--- config.mk ---
export PLATFORM = sky130hd
export DESIGN_NAME = jack_move_ctrl
export DESIGN_NICKNAME = d
export VERILOG_FILES = /design/src/rtl/jack_move_ctrl.sv
export SDC_FILE = /design/constraint.sdc
export NUM_CORES = 1
export LEC_CHECK = 0
export ABC_AREA = 0
export CAP_MARGIN = 20
export CORE_MARGIN = 2
export CORE_UTILIZATION = 50
export DETAILED_ROUTE_END_ITERATION = 10
export PLACE_DENSITY = 0.77
export SETUP_SLACK_MARGIN = 0.4
export SYNTH_ARGS = -nofsm -noshare
export SYNTH_HDL_FRONTEND = slang
export SYNTH_SLANG_ARGS = --single-unit
--- constraint.sdc ---
create_clock -name clk -period 3.4 [get_ports clk]
set_clock_uncertainty 0.2 [all_clocks]
set_input_delay 0.68 -clock clk [delete_from_list [all_inputs] [get_ports clk]]
set_output_delay 0.68 -clock clk [all_outputs]
set_load 0.05 [all_outputs]
--- src/rtl/jack_move_ctrl.sv ---
`default_nettype none
// ============================================================================
// Module      : jack_move_ctrl
// Description : Sprite motion controller for "Jack". On every qualifying tick
//               (tick=1, game=01) it advances a GROUND/RISE/FALL vertical
//               state machine with gravity and a fall-speed cap. It also steps
//               the sprite horizontally from the A/D keys, honouring walls and
//               screen limits. game=00 on a tick re-spawns the sprite.
//               Optional feature macro: JACK_DOUBLE_JUMP_EN (one air jump,
//               restored on landing).
// Revision    : 1.0 - initial release
// ============================================================================
module jack_move_ctrl #(
    parameter int unsigned X_INIT = 0,
    parameter int unsigned Y_INIT = 0,
    parameter int unsigned STEP_X = 2,
    parameter int unsigned JUMP_V = 12,
    parameter int unsigned GRAV   = 1,
    parameter int unsigned VMAX   = 8,
    parameter int unsigned X_MAX  = 504,
    parameter int unsigned Y_MAX  = 360
) (
    input  logic       clk,
    input  logic       rstn,
    input  logic       tick,
    input  logic [3:0] wsad_down,
    input  logic [1:0] game,
    input  logic       on_ground,
    input  logic       wall_l,
    input  logic       wall_r,
    output logic [9:0] x_blue,
    output logic [8:0] y_blue,
    output logic [2:0] blue_state,
    output logic [4:0] vy
);

    localparam logic [9:0] c_X_INIT = 10'(X_INIT);
    localparam logic [8:0] c_Y_INIT = 9'(Y_INIT);
    localparam logic [9:0] c_STEP_X = 10'(STEP_X);
    localparam logic [4:0] c_JUMP_V = 5'(JUMP_V);
    localparam logic [4:0] c_GRAV   = 5'(GRAV);
    localparam logic [5:0] c_VMAX6  = 6'(VMAX);
    localparam logic [4:0] c_VMAX   = 5'(VMAX);
    localparam logic [9:0] c_X_MAX  = 10'(X_MAX);
    localparam logic [8:0] c_Y_MAX  = 9'(Y_MAX);
    localparam logic [9:0] c_Y_MAX10 = 10'(Y_MAX);

    typedef enum logic [1:0] {
        ST_GROUND = 2'd0,
        ST_RISE   = 2'd1,
        ST_FALL   = 2'd2
    } state_t;

    state_t     r_state, w_state_nx;
    logic [9:0] r_x, w_x_nx;
    logic [8:0] r_y, w_y_nx;
    logic [4:0] r_vy, w_vy_nx;
    logic       r_face, w_face_nx;
    logic       r_moving, w_moving_nx;
    logic       r_w_prev;
    logic       w_land;
    logic       w_air_jump;

    logic       w_key_w, w_key_s, w_key_a, w_key_d;
    logic       w_w_edge;
    logic       w_qual, w_init;
    logic [5:0] w_vy_plus;
    logic [4:0] w_vy_fall;
    logic [9:0] w_y_sum;

    assign w_key_w  = wsad_down[3];
    assign w_key_s  = wsad_down[2];
    assign w_key_a  = wsad_down[1];
    assign w_key_d  = wsad_down[0];
    assign w_w_edge = w_key_w & ~r_w_prev;
    assign w_qual   = tick & (game == 2'b01);
    assign w_init   = tick & (game == 2'b00);

    // Falling speed: accelerate by GRAV up to VMAX; S slams straight to VMAX.
    assign w_vy_plus = {1'b0, r_vy} + {1'b0, c_GRAV};
    assign w_vy_fall = w_key_s ? c_VMAX :
                       ((w_vy_plus >= c_VMAX6) ? c_VMAX : w_vy_plus[4:0]);
    assign w_y_sum   = {1'b0, r_y} + {5'b0, w_vy_fall};

`ifdef JACK_DOUBLE_JUMP_EN
    logic r_credit;

    assign w_air_jump = w_w_edge & r_credit & (r_state != ST_GROUND);

    // Air-jump credit: spent by an airborne W edge, refilled on landing/spawn.
    always_ff @(posedge clk or negedge rstn) begin
        if (!rstn) begin
            r_credit <= 1'b1;
        end else if (w_init) begin
            r_credit <= 1'b1;
        end else if (w_qual) begin
            if (w_land) begin
                r_credit <= 1'b1;
            end else if (w_air_jump) begin
                r_credit <= 1'b0;
            end
        end
    end
`else
    assign w_air_jump = 1'b0;
`endif

    // Vertical next-state: state, height and speed for the coming tick.
    always_comb begin
        w_state_nx = r_state;
        w_y_nx     = r_y;
        w_vy_nx    = r_vy;
        w_land     = 1'b0;
        case (r_state)
            ST_GROUND: begin
                if (w_w_edge) begin
                    w_state_nx = ST_RISE;
                    w_vy_nx    = c_JUMP_V;
                end else if (!on_ground) begin
                    w_state_nx = ST_FALL;
                    w_vy_nx    = '0;
                end
            end
            ST_RISE: begin
                if (w_air_jump) begin
                    w_vy_nx = c_JUMP_V;
                end else if (r_y < {4'b0, r_vy}) begin
                    // Hit the top of the screen: clamp and start falling.
                    w_y_nx     = '0;
                    w_state_nx = ST_FALL;
                    w_vy_nx    = '0;
                end else begin
                    w_y_nx = r_y - {4'b0, r_vy};
                    if (r_vy <= c_GRAV) begin
                        w_state_nx = ST_FALL;
                        w_vy_nx    = '0;
                    end else begin
                        w_vy_nx = r_vy - c_GRAV;
                    end
                end
            end
            ST_FALL: begin
                if (w_air_jump) begin
                    w_state_nx = ST_RISE;
                    w_vy_nx    = c_JUMP_V;
                end else if (on_ground || (w_y_sum >= c_Y_MAX10)) begin
                    w_land     = 1'b1;
                    w_state_nx = ST_GROUND;
                    w_vy_nx    = '0;
                    w_y_nx     = (w_y_sum >= c_Y_MAX10) ? c_Y_MAX : w_y_sum[8:0];
                end else begin
                    w_y_nx  = w_y_sum[8:0];
                    w_vy_nx = w_vy_fall;
                end
            end
            default: begin
                w_state_nx = ST_FALL;
                w_vy_nx    = '0;
            end
        endcase
    end

    // Horizontal next-state: exactly one of A/D steps x, clamped and wall-blocked.
    always_comb begin
        w_x_nx    = r_x;
        w_face_nx = r_face;
        if (w_key_a && !w_key_d) begin
            w_face_nx = 1'b0;
            if (!wall_l) begin
                w_x_nx = (r_x < c_STEP_X) ? '0 : (r_x - c_STEP_X);
            end
        end else if (w_key_d && !w_key_a) begin
            w_face_nx = 1'b1;
            if (!wall_r) begin
                w_x_nx = (r_x >= (c_X_MAX - c_STEP_X)) ? c_X_MAX : (r_x + c_STEP_X);
            end
        end
        w_moving_nx = (w_key_a ^ w_key_d) && (w_x_nx != r_x);
    end

    // State register: async reset, spawn on game=00 tick, advance on qualifying tick.
    always_ff @(posedge clk or negedge rstn) begin
        if (!rstn) begin
            r_state  <= ST_FALL;
            r_x      <= c_X_INIT;
            r_y      <= c_Y_INIT;
            r_vy     <= '0;
            r_face   <= 1'b1;
            r_moving <= 1'b0;
            r_w_prev <= 1'b0;
        end else if (w_init) begin
            r_state  <= ST_FALL;
            r_x      <= c_X_INIT;
            r_y      <= c_Y_INIT;
            r_vy     <= '0;
            r_face   <= 1'b1;
            r_moving <= 1'b0;
        end else if (w_qual) begin
            r_state  <= w_state_nx;
            r_x      <= w_x_nx;
            r_y      <= w_y_nx;
            r_vy     <= w_vy_nx;
            r_face   <= w_face_nx;
            r_moving <= w_moving_nx;
            r_w_prev <= w_key_w;
        end
    end

    assign x_blue     = r_x;
    assign y_blue     = r_y;
    assign vy         = r_vy;
    assign blue_state = {r_face, (r_state != ST_GROUND), r_moving};

endmodule
`default_nettype wire
==> results.sh <==
export IMPL_layout_common_cells="clkdlybuf4s50_1, buf_4, o21ai_0, nand2_1, nor2_1"
export IMPL_num_vias=3092
export IMPL_tritoncts="yes"
export IMPL_fp_coreArea_um2=5470
export IMPL_synth_warnings=0
export IMPL_setup_ws_ps=-105
export IMPL_grt_pass1_vias=2861
export IMPL_yosys_top_cells_area="dfrtp_1, ha_1, o21ai_0, a21oi_1, nand2_1"
export IMPL_rsz0062_at_grt="yes"
export IMPL_netlist_area_leader_share=0.241
export IMPL_final_common_cell="clkdlybuf4s50_1"
export IMPL_arrival_ps=3480
export IMPL_clock_path_buffers=2
export IMPL_dp_hpwl_mm=5.98
export IMPL_crit_type="reg2reg"
export IMPL_p_per_area_nw_per_um2=731
export IMPL_drive_above_1_share=0.209
export IMPL_max_stage_delay_ps=510
export IMPL_fin_hold_ws_ps=299
export IMPL_cts_clk_slew_worst_paths_ps=70
export IMPL_violations="setup timing"
export IMPL_seq_area_um2=736
export IMPL_yosysSeqAreaShare=0.260
export IMPL_dpl_cell_area_um2=3450
export IMPL_slew_viol_final=0
export IMPL_synth_ff_type="dfrtp_1"
export IMPL_yosys_area_top_type="dfrtp_1"
export IMPL_ys_ff_latch=29
export IMPL_synthCells=366
export IMPL_finalSetupViolCount=11
export IMPL_grt_usage=0.277
export IMPL_syn_avg_cell_area_um2=7.65
export IMPL_cp_required_ps=3380
export IMPL_die_w_um=78.8
export IMPL_status="finished with violations"
export IMPL_relSlewSlack=0.429
export IMPL_fill_cells=461
export IMPL_synth_distinct_cells=69
export IMPL_worstSkewPairLatency_ps=290
export IMPL_clock_sinks=29
export IMPL_crit_path_start_kind="register"
export IMPL_ant_nets=0
export IMPL_fin_cells=503
export IMPL_syn_nets=397
export IMPL_routed_wl_mm=8.47
export IMPL_worst_hold_path_type="reg2reg"
export IMPL_hold_violations=0
export IMPL_overflow=0
export IMPL_diodes=0
export IMPL_finalInstanceArea_um2=3770
export IMPL_cts_made_buffers=5
export IMPL_drtIter0Drc=323
export IMPL_cap_violations=0
export IMPL_max_freq_mhz=285
export IMPL_drcViolationCount=0
export IMPL_syn_cell_area_um2=2800
export IMPL_antenna_found_initial=0
export IMPL_h_tree_depth=2
export IMPL_grt_max_degree=30
export IMPL_worst_pin_slew_ps=847
export IMPL_endpoint_kind="register"
export IMPL_dieArea_um2=6210
export IMPL_start_util=0.512
export IMPL_max_vdd_ir_drop_mv=0.389
export IMPL_critical_path_max_fanout=4
export IMPL_via_per_inst=6.15
export IMPL_synth_edff_count=0
export IMPL_gp_congestion=0.953
export IMPL_fin_crit_ps=3510
export IMPL_drt_pass1_iter_count=5
export IMPL_worstPathCellList="ha_4 > nor3_2 > a21o_1 > and2_4 > inv_4 > nor2_4 > ha_4 > inv_2 > fa_2 > nand2b_4 > a21oi_4 > xnor2_2 > a222oi_1 > buf_4 > o41ai_4 > buf_4 > a21oi_2 > o22a_1"
export IMPL_leakage_nw=1.50
export IMPL_placed_cells=489
export IMPL_holdBufCountCts=0
export IMPL_multiInputGateArea_um2=2050
export IMPL_clockRootBuffer="clkbuf_8"
export IMPL_nets=461
export IMPL_post_route_period_util=1.03
export IMPL_portBuffers=38
export IMPL_fp_dieH_um=78.8
export IMPL_grt_pass1_wl_mm=13.8
export IMPL_drt_wirelength_per_cell_um=16.8
export IMPL_io_pins=39
export IMPL_rows=27
export IMPL_cp_slowest_cell="dfrtp_4"
export IMPL_syn2layout_area_growth_pct=34.5
export IMPL_async_flop_share=1.00
metrics by stage:
step                total power, W  TNS [ps]  worst slack [ps]   util
floorplan                  0.00161     -1120              -180      -
global route               0.00292     -2180              -223  0.688
global placement           0.00205     -5710              -507  0.630
finish                     0.00276      -559              -105  0.688
CTS                        0.00257      -667              -109  0.660
detailed placement         0.00209     -7460              -631  0.630
power by group:
group | internal [W] | switching [W]
sequential | 0.000431 | 0.000163
clock | 0.000291 | 0.000146
combinational | 0.000713 | 0.00101
total | 0.00144 | 0.00132
per-layer routing:
metal	routed length, µm	track usage	vias up
met1	3910	0.398	1472
met2	3920	0.421	126
met3	525	0.0614	14
met4	106	0.0759	0
li1	-	-	1480
met5	0	0	-
sequential cells by signal, summed over array words and instances (netlist names):
signal    cells
r_face        1
r_moving      1
r_state       2
r_w_prev      1
vy            5
x_blue       10
y_blue        9
logic make-up after synthesis:
kind of cell	synth area share
AND/OR/NAND/NOR	0.234
multiplexers	0.00760
buffers and inverters	0.0684
flip-flops	0.260
XOR/XNOR	0.0250
other	0.00134
AO/OA/AOI/OAI	0.314
adder cells (fa/ha/maj)	0.0903
Yosys cell counts (all sizes together), types with 2 or more instances:
master   count
nand4        2
a31oi        8
o21ai       38
nand3       14
and3         5
nand2b      11
o2bb2ai      2
buf          7
a41oi        3
a2111oi      2
ha          17
o211ai       2
a221oi       3
nor2        33
fa           2
o31ai        9
a21boi       2
dfstp        2
o21a         3
or4          2
and2         2
nor3        14
o221ai       2
nor4         2
dfrtp       27
clkbuf      10
a21oi       30
xnor2        4
xor2         4
o22a         2
nand2       35
o22ai        4
inv         24
o311ai       2
nor2b        5
a211oi       2
a21o         4
a32oi        2
o32ai        2
area by class of cell:
class / instances / share of cell area
repair buffers: 75 / 0.176
multi-input cells: 295 / 0.544
well taps: 72 / 0.0239
clock inverters: 3 / 0.0173
flip-flops and latches: 29 / 0.195
inverters: 24 / 0.0246
clock buffers: 5 / 0.0183
final timing paths:
check / start / end / slack, ps / depth (start not counted)
worst max register to register: vy[0] / y_blue[3] / -110 / 18
max in group asynchronous: rstn / r_face / 2090 / 2
worst max-delay path: vy[0] / y_blue[3] / -110 / 18
worst min-delay path: r_w_prev / r_w_prev / 300 / 1
worst min register to register: r_w_prev / r_w_prev / 300 / 1
min in group asynchronous: rstn / x_blue[8] / 570 / 2
timing repair:
item,4_1_cts,5_1_grt
buffers inserted,2,4
endpoints found under the hold margin,0,0
gates resized for setup,9,24
pin swaps,13,8
setup endpoints to repair,14,14
cloned,0,0
critical path: cells and delay by family (launching register included):
kind,cells,cell delay [ps]
compound gates,6,930
fa+ha+maj,3,670
simple gates,4,520
flops,1,510
buf+inv,4,440
xor+xnor,1,130
No activity file was read; power rests on OpenSTA's default activity.
